<file path="src/rtl/sap_pkg.sv">
// Shared definitions for the program/data RAM access path: arbiter FSM states
// and the default RAM geometry.
package sap_pkg;

    typedef enum logic [1:0] {
        IDLE   = 2'd0,
        ACCESS = 2'd1,
        RESP   = 2'd2
    } arb_state_t;

    localparam int RAM_ADDR_WIDTH = 4;
    localparam int DATA_WIDTH     = 8;

endpackage

</file>
<file path="src/rtl/ram_arbiter_if.sv">
// Requester-side bus of the RAM arbiter: packed per-requester request fields
// plus the grant/ack/read-data return path.
interface ram_arbiter_if #(
    parameter int NUM_REQ    = 2,
    parameter int ADDR_WIDTH = sap_pkg::RAM_ADDR_WIDTH,
    parameter int DATA_WIDTH = sap_pkg::DATA_WIDTH
);

    logic [NUM_REQ-1:0]            req;
    logic [NUM_REQ-1:0]            req_we;
    logic [NUM_REQ*ADDR_WIDTH-1:0] req_addr;
    logic [NUM_REQ*DATA_WIDTH-1:0] req_wdata;
    logic [NUM_REQ-1:0]            gnt;
    logic [NUM_REQ-1:0]            ack;
    logic [DATA_WIDTH-1:0]         rdata;
    logic                          busy;

    modport master (
        output req, req_we, req_addr, req_wdata,
        input  gnt, ack, rdata, busy
    );

    modport slave (
        input  req, req_we, req_addr, req_wdata,
        output gnt, ack, rdata, busy
    );

endinterface

</file>
<file path="src/rtl/ram_arbiter_rr_picker.sv">
// Combinational round-robin picker: first requester after last_grant, wrapping
// from NUM_REQ-1 back to 0.
module rr_picker #(
    parameter  int NUM_REQ = 2,
    localparam int IDX_W   = $clog2(NUM_REQ)
) (
    input  logic [NUM_REQ-1:0] req,
    input  logic [IDX_W-1:0]   last_grant,
    output logic [IDX_W-1:0]   win,
    output logic               any_req
);

    // Walk the offsets from farthest to nearest so the nearest hit wins.
    always_comb begin
        win     = '0;
        any_req = |req;
        for (int k = NUM_REQ; k >= 1; k--) begin
            for (int j = 0; j < NUM_REQ; j++) begin
                if (j == (int'(last_grant) + k) % NUM_REQ && req[j]) begin
                    win = IDX_W'(j);
                end
            end
        end
    end

endmodule

</file>
<file path="src/rtl/ram_arbiter.sv">
// Round-robin arbiter sharing the single-port program/data RAM between NUM_REQ
// requesters; each grant runs IDLE -> ACCESS -> RESP.
module ram_arbiter #(
    parameter int NUM_REQ    = 2,
    parameter int ADDR_WIDTH = sap_pkg::RAM_ADDR_WIDTH,
    parameter int DATA_WIDTH = sap_pkg::DATA_WIDTH
) (
    input  logic                  clk,
    input  logic                  reset,
    ram_arbiter_if.slave          bus,
    output logic                  ram_we,
    output logic [ADDR_WIDTH-1:0] ram_addr,
    output logic [DATA_WIDTH-1:0] ram_wdata,
    input  logic [DATA_WIDTH-1:0] ram_rdata
);

    localparam int IDX_W = $clog2(NUM_REQ);

    sap_pkg::arb_state_t state_q, state_d;
    logic [IDX_W-1:0]    win_q, win_d;
    logic [IDX_W-1:0]    last_q, last_d;
    logic [NUM_REQ-1:0]  gnt_q, gnt_d;
    logic [NUM_REQ-1:0]  ack_q, ack_d;
    logic                busy_q, busy_d;
    logic                we_q, we_d;
    logic [IDX_W-1:0]    pick;
    logic                any_req;

    rr_picker #(.NUM_REQ(NUM_REQ)) u_picker (
        .req        (bus.req),
        .last_grant (last_q),
        .win        (pick),
        .any_req    (any_req)
    );

    // Outputs are computed for the *next* state so they come straight off flops.
    always_comb begin
        state_d = state_q;
        win_d   = win_q;
        last_d  = last_q;
        gnt_d   = '0;
        ack_d   = '0;
        busy_d  = 1'b0;
        we_d    = 1'b0;
        case (state_q)
            sap_pkg::IDLE: begin
                if (any_req) begin
                    state_d     = sap_pkg::ACCESS;
                    win_d       = pick;
                    last_d      = pick;
                    gnt_d[pick] = 1'b1;
                    busy_d      = 1'b1;
                    we_d        = bus.req_we[pick];
                end
            end
            sap_pkg::ACCESS: begin
                state_d      = sap_pkg::RESP;
                gnt_d[win_q] = 1'b1;
                ack_d[win_q] = 1'b1;
                busy_d       = 1'b1;
            end
            default: state_d = sap_pkg::IDLE;
        endcase
    end

    always_ff @(posedge clk or negedge reset) begin
        if (!reset) begin
            state_q <= sap_pkg::IDLE;
            win_q   <= '0;
            last_q  <= IDX_W'(NUM_REQ - 1);
            gnt_q   <= '0;
            ack_q   <= '0;
            busy_q  <= 1'b0;
            we_q    <= 1'b0;
        end else begin
            state_q <= state_d;
            win_q   <= win_d;
            last_q  <= last_d;
            gnt_q   <= gnt_d;
            ack_q   <= ack_d;
            busy_q  <= busy_d;
            we_q    <= we_d;
        end
    end

    // Address/data follow the winner only in ACCESS; zero otherwise.
    always_comb begin
        ram_addr  = '0;
        ram_wdata = '0;
        if (state_q == sap_pkg::ACCESS) begin
            for (int i = 0; i < NUM_REQ; i++) begin
                if (win_q == IDX_W'(i)) begin
                    ram_addr  = bus.req_addr[i*ADDR_WIDTH +: ADDR_WIDTH];
                    ram_wdata = bus.req_wdata[i*DATA_WIDTH +: DATA_WIDTH];
                end
            end
        end
    end

    assign ram_we    = we_q;
    assign bus.gnt   = gnt_q;
    assign bus.ack   = ack_q;
    assign bus.busy  = busy_q;
    assign bus.rdata = (state_q == sap_pkg::RESP) ? ram_rdata : '0;

endmodule

</file>
<file path="src/flat_wrapper.sv">
// flat-port wrapper written by rule: the top's interface ports become plain ports
module ram_arbiter_flat 
#(
    parameter int NUM_REQ    = 2,
    parameter int ADDR_WIDTH = sap_pkg::RAM_ADDR_WIDTH,
    parameter int DATA_WIDTH = sap_pkg::DATA_WIDTH
)
  (clk, reset, ram_we, ram_addr, ram_wdata, ram_rdata, bus_req, bus_req_we, bus_req_addr, bus_req_wdata, bus_gnt, bus_ack, bus_rdata, bus_busy);
  ram_arbiter_if #(.NUM_REQ(NUM_REQ), .ADDR_WIDTH(ADDR_WIDTH), .DATA_WIDTH(DATA_WIDTH)) bus_i ();
  input  logic clk;
  input  logic reset;
  output logic ram_we;
  output logic [ADDR_WIDTH-1:0] ram_addr;
  output logic [DATA_WIDTH-1:0] ram_wdata;
  input  logic [DATA_WIDTH-1:0] ram_rdata;
  input wire logic [$bits(bus_i.req)-1:0] bus_req;
  input wire logic [$bits(bus_i.req_we)-1:0] bus_req_we;
  input wire logic [$bits(bus_i.req_addr)-1:0] bus_req_addr;
  input wire logic [$bits(bus_i.req_wdata)-1:0] bus_req_wdata;
  output wire logic [$bits(bus_i.gnt)-1:0] bus_gnt;
  output wire logic [$bits(bus_i.ack)-1:0] bus_ack;
  output wire logic [$bits(bus_i.rdata)-1:0] bus_rdata;
  output wire logic [$bits(bus_i.busy)-1:0] bus_busy;
  assign bus_i.req = bus_req;
  assign bus_i.req_we = bus_req_we;
  assign bus_i.req_addr = bus_req_addr;
  assign bus_i.req_wdata = bus_req_wdata;
  assign bus_gnt = bus_i.gnt;
  assign bus_ack = bus_i.ack;
  assign bus_rdata = bus_i.rdata;
  assign bus_busy = bus_i.busy;
  ram_arbiter #(.NUM_REQ(NUM_REQ), .ADDR_WIDTH(ADDR_WIDTH), .DATA_WIDTH(DATA_WIDTH)) u_core (.clk(clk), .reset(reset), .bus(bus_i), .ram_we(ram_we), .ram_addr(ram_addr), .ram_wdata(ram_wdata), .ram_rdata(ram_rdata));
endmodule
</file>
<file path="config.mk">
export PLATFORM = sky130hd
export DESIGN_NAME = ram_arbiter_flat
export DESIGN_NICKNAME = d
export VERILOG_FILES = /design/src/rtl/sap_pkg.sv /design/src/rtl/ram_arbiter_if.sv /design/src/rtl/ram_arbiter_rr_picker.sv /design/src/rtl/ram_arbiter.sv /design/src/flat_wrapper.sv
export SDC_FILE = /design/constraint.sdc
export NUM_CORES = 1
export LEC_CHECK = 0
export BUFFER_PORTS_ARGS = -buffer_cell sky130_fd_sc_hd__buf_2
export CORE_MARGIN = 2
export CORE_UTILIZATION = 30
export CTS_CLUSTER_SIZE = 28
export DETAILED_ROUTE_END_ITERATION = 8
export MAX_ROUTING_LAYER = met4
export PLACE_DENSITY_LB_ADDON = 0.2
export SKIP_LAST_GASP = 1
export SYNTH_ARGS = -nofsm -noshare
export SYNTH_HDL_FRONTEND = slang
export SYNTH_SLANG_ARGS = --single-unit
</file>
<file path="constraint.sdc">
create_clock -name clk -period 1.05 [get_ports clk]
set_clock_uncertainty 0.1 [all_clocks]
set_input_delay 0.1575 -clock clk [delete_from_list [all_inputs] [get_ports clk]]
set_output_delay 0.1575 -clock clk [all_outputs]
set_load 0.02 [all_outputs]
</file>
* Word-level counts from Yosys, hierarchy flattened
Index checks and enable logic that the tools add are counted.
W data, S select, Z words.
** Word-level totals
- Output and inout bits :: 26
- Memories :: 0
- Bits of input ports :: 38
- Bits in writable memories :: 0
- Flip-flop bits (word level) :: 10
- Latch bits :: 0
- Logic and storage cells :: 52
- Bits in read-only memories :: 0
** Operators by class
- Equal/unequal tests :: 5
- Add/sub/neg operators :: 2
- Reduce and logical (&&, ||, !) cells :: 9
- Shifts and indexed selects :: 0
- Mux-type cells :: 23
- Bitwise operators :: 2
- Multipliers :: 0
- $lt $le $gt $ge :: 4
- Div/mod/pow operators :: 0
** Operator list (count)
- $logic_not A32 Y1 :: 1
- $mux W8 :: 3
- $mux W1 :: 10
- $mux W4 :: 2
- $pmux W2 S2 :: 2
- $mux W2 :: 3
- $logic_and A1 B1 Y1 :: 5
- $eq A2 B2 Y1 const A :: 2
- $lt A1 B2 Y1 const B :: 2
- $add A1 B1 Y1 const B :: 2
- $and A1 B1 Y1 const A :: 2
- $demux W1 S1 :: 2
- $eq A2 B1 Y1 const B :: 1
- $eq A2 B2 Y1 const B :: 1
- $ge A1 B1 Y1 const B :: 2
- $logic_not A2 Y1 :: 1
- $ne A2 B1 Y1 const B :: 1
- $pmux W1 S2 :: 1
- $reduce_and A2 Y1 :: 1
- $reduce_or A2 Y1 :: 1

* Logic depth before layout (Yosys ltp)
- Depth after elaboration :: 13
- Depth in mapped cells :: 4
- Mapped depth without buffers :: 4

* Cells and area by module
From an unflattened synthesis, not the netlist that was laid out.
** Unflattened totals
- Cells, all modules :: 66
- Area, all modules :: 634.4 µm²
** Modules (own cells, without submodules)
- ram_arbiter :: area each 620.6 µm², cells an instance 64, sequential area each 251.5 µm², instances 1
- rr_picker :: area each 13.8 µm², cells an instance 2, sequential area each 0.0 µm², instances 1

* Worst setup path before layout
No wires, ideal clock.
- Path kind :: reg-to-output
- Start :: register u_core.win_q
- End :: output port ram_addr[0]
- Buffers on the path :: 2
- Arrival time :: 1.080 ns
- Cell stages (with the launch flop) :: 5
- Path slack :: -0.287 ns
- Data required time :: 0.792 ns
- Cells stage by stage :: dfrtp_1 > buf_2 > buf_4 > mux2i_1 > nor2_1
** On the way
- Word-level cells in the longest chain between the ends :: 2
** RTL lines
- from (decl) :: RTL line ram_arbiter.sv:20 : logic [IDX_W-1:0] win_q, win_d;
- from (signal assigned) :: RTL line ram_arbiter.sv:77 : win_q <= win_d;
- $mux W4 :: RTL line ram_arbiter.sv:92 : if (win_q == IDX_W'(i)) begin
- $mux W4 :: RTL line ram_arbiter.sv:90 : if (state_q == sap_pkg::ACCESS) begin
- to (decl) :: RTL line flat_wrapper.sv:13 : output logic [ADDR_WIDTH-1:0] ram_addr;
Every way passes these cells.

* Worst setup path in the final report
- Start :: register u_core.win_q
- End :: output port ram_wdata[3]
** On the way
- Word-level cells in the longest chain between the ends :: 2
** RTL lines
- $mux W8 :: RTL line ram_arbiter.sv:92
- $mux W8 :: RTL line ram_arbiter.sv:90
- to (decl) :: RTL line flat_wrapper.sv:14 : output logic [DATA_WIDTH-1:0] ram_wdata;
Every way passes these cells.

==> key figures <==
Placement
  • Port Buf Inserts: between 60 and 70
  • HPWL Detailed: 1462 µm
  • Final Wtd Congestion: between 0.8 and 0.9
  • Placed Cells: 164

Timing
  • Post-layout min period: about 1.5 ns
  • Slew Viols, Final: 0
  • FMAX: between 600 and 700 MHz
  • Slew margin rel.: 0.8496
  • RSZ-0062 raised after global routing: true
  • Final Hold Viols: 0
  • Part of the cycle the worst path needs: 1.464
  • Final Setup Violations: 27
  • Worst slew pin tran: 0.2255 ns
  • Setup ws final: -0.4872 ns

Die
  • Core outline area: about 2000 µm²
  • Initial Utilization: 0.3151
  • Rows: 16
  • IO Pins: 64
  • Chip Width: 49.16 µm
  • Die ar.: 2417 µm²
  • Die boundary height: between 40 and 50 µm

Final layout
  • P&R area growth vs syn: 156.4%
  • Fillers: 118
  • Fraction of layout cells with a size suffix above 1: 0.8690
  • Nets: about 180
  • Ant diodes: 0
  • Post-layout util: 0.8080
  • Most frequent cells in the layout: buf_2 (38), buf_6 (31), nor2_4 (10), mux2i_4 (9), and2_4 (9)
  • Commonest non-fill, non-tap cell in the layout: buf_2
  • Post-route insts no fill: 172

Yosys
  • Post-synthesis cell count: 67
  • YS warnings: 0
  • Top cell type's share of synthesized area: 0.3681
  • Cell variety after synth: 20
  • Mapped Nets: 105
  • Post-Syn Area per Cell: 9.132 µm²
  • Post-synth top area cell: dfrtp_1
  • Synth top area cells: dfrtp_1 (37%), mux2i_1 (20%), nor2_1 (9.2%)
  • Post-Syn Area: 611.8 µm²
  • Synth Register Bits: 10
  • Sequential-to-total area share from yosys stat: 0.4110

Global routing
  • Vias in the first global route: 800
  • Initial antenna violation count: 0
  • Total global routing track utilization: 0.1911
  • First-pass GRT wire length: 3470 µm
  • Remaining Overflow, GRT: 0
  • Largest net degree at the start of global routing: 11

Detailed routing
  • DRC Markers: 0
  • Drt first pass iters: 4
  • Via density: between 4 and 5
  • Via count: around 790
  • Post-route antenna net violation count: 0
  • Initial DRC Count: 6
  • Final WL: between 2000 and 2500 µm
  • DR WL/cell: 13.87 µm

CTS
  • CTS tree: built
  • H-tree levels: 1
  • Clk root buf: clkbuf_4
  • Num CTS Buffers: 3
  • Later-pin clock latency in the skew report: 0.26 ns
  • Clock Path Buffers: 2
  • Clock slew seen by the registers of the worst setup and hold paths: ~0.070 ns
  • Clock sink total: 10

Power and ir drop
  • Leakage power: 0.7173 nW
  • Pwr dens: 2954 nW/µm²
  • IR drop worst, VDD: approximately 0.0023 V

Outcome
  • Failing checks: negative setup slack
  • Status: finished, violations left

Min path
  • Hold Crit Class: input pin to flip-flop

Worst setup path
  • CP startpoint kind: flip-flop
  • CP endpoint kind: output port
  • WP data required: between 0.7 and 0.8 ns
  • Arr. time, crit path: 1.28 ns
  • Critical Setup Path Class: flip-flop to output port
  • Crit Path Max Fanout: 6

Run
  • Max_cap viols: 0
metal layers:
metal,up-vias,routed length (µm),global-route usage
met1,365,843,0.2055
met3,2,132,0.03067
met4,0,15,0.06190
met2,36,1394,0.3536
met5,-,0,-
li1,391,-,-
worst max-delay path, cell delays in order, from the launching register on:
cell and delay [ns]:
dfrtp_2 0.45, buf_12 0.17, mux2i_4 0.19, nor2_4 0.10, buf_6 0.12
what timing repair did:
item,CTS,global route
resized for setup,62,19
endpoints found under the setup margin,27,33
setup buffers,3,3
hold endpoints to repair,10,0
hold buffers,1,0
pin swaps,23,12
area by class of cell:
type / count / area, µm² / area share
clock buffer: 4 / 26.28 / 0.01675
sequential: 10 / 254.0 / 0.1619
multi-input combinational: 53 / 624.3 / 0.3979
inverter: 1 / 3.754 / 0.002392
tap: 27 / 33.78 / 0.02153
timing repair buffer: 77 / 626.9 / 0.3995
synth_stat cells:
cell,number
buf_2,2
nor2_1,15
nand4_1,2
o21a_1,1
a21oi_1,3
and2_4,1
a31oi_1,2
and2_1,8
a31o_2,1
dfstp_2,1
nand2b_1,2
dfrtp_1,9
inv_1,1
nand2b_2,1
nand2_1,2
nor3_1,1
mux2i_1,12
nand3b_1,1
nor2b_1,1
buf_4,1
flip-flops by register name, indices dropped and copies added, names as in the netlist:
register / flops
u_core.bus.ack: 2
u_core.bus.busy: 1
u_core.bus.gnt: 2
u_core.last_q: 1
u_core.ram_we: 1
u_core.state_q: 2
u_core.win_q: 1
cells by family (layout without fill, tap and decap cells):
kind of cell,after synthesis,after routing,synth area share
AOI/OAI and AO/OA,7,7,0.07157
DFF,10,10,0.4111
muxes,12,12,0.1963
and+or+nand+nor,34,34,0.2863
buffers and inverters,4,82,0.03476
final timing paths:
path,start,cells past startpoint,endpoint,slack [ns]
hold reg to reg,u_core.state_q[1]$_DFFE_PN0P_,2,u_core.bus.gnt[0]$_DFF_PN0_,0.50
max in group asynchronous,reset,2,u_core.last_q$_DFFE_PN1P_,0.41
min in group asynchronous,reset,2,u_core.bus.busy$_DFF_PN0_,0.18
setup / recovery,u_core.win_q$_DFFE_PN0P_,4,ram_wdata[3],-0.49
hold / removal,bus_req_we[0],3,u_core.ram_we$_DFF_PN0_,0.07
setup reg to reg,u_core.win_q$_DFFE_PN0P_,4,u_core.bus.gnt[1]$_DFF_PN0_,-0.22
metrics by stage:
| stage | worst slack, ns | setup TNS (ns) | cell area, µm² | hold WS, ns | power, mW |
|---|---|---|---|---|---|
| floorplan | -0.1570 | -1.795 | 787.0 | -0.2381 | 2.498 |
| detailed placement | -0.2384 | -4.856 | 1185 | -0.06834 | 3.218 |
| global placement | -0.2163 | -4.371 | 1185 | -0.07335 | 3.162 |
| CTS | -0.4885 | -9.979 | 1508 | 0.05083 | 4.387 |
| finish | -0.4872 | -9.677 | 1569 | 0.07136 | 4.635 |
| global route | -0.5310 | -11.07 | 1569 | 0.05523 | 4.876 |
power breakdown:
| part | total [mW] | internal [mW] | switching (mW) |
|---|---|---|---|
| combinational | 3.65 | 2.00 | 1.65 |
| clock | 0.267 | 0.146 | 0.120 |
| sequential | 0.720 | 0.577 | 0.143 |
Power figures use the tool's default switching activity.
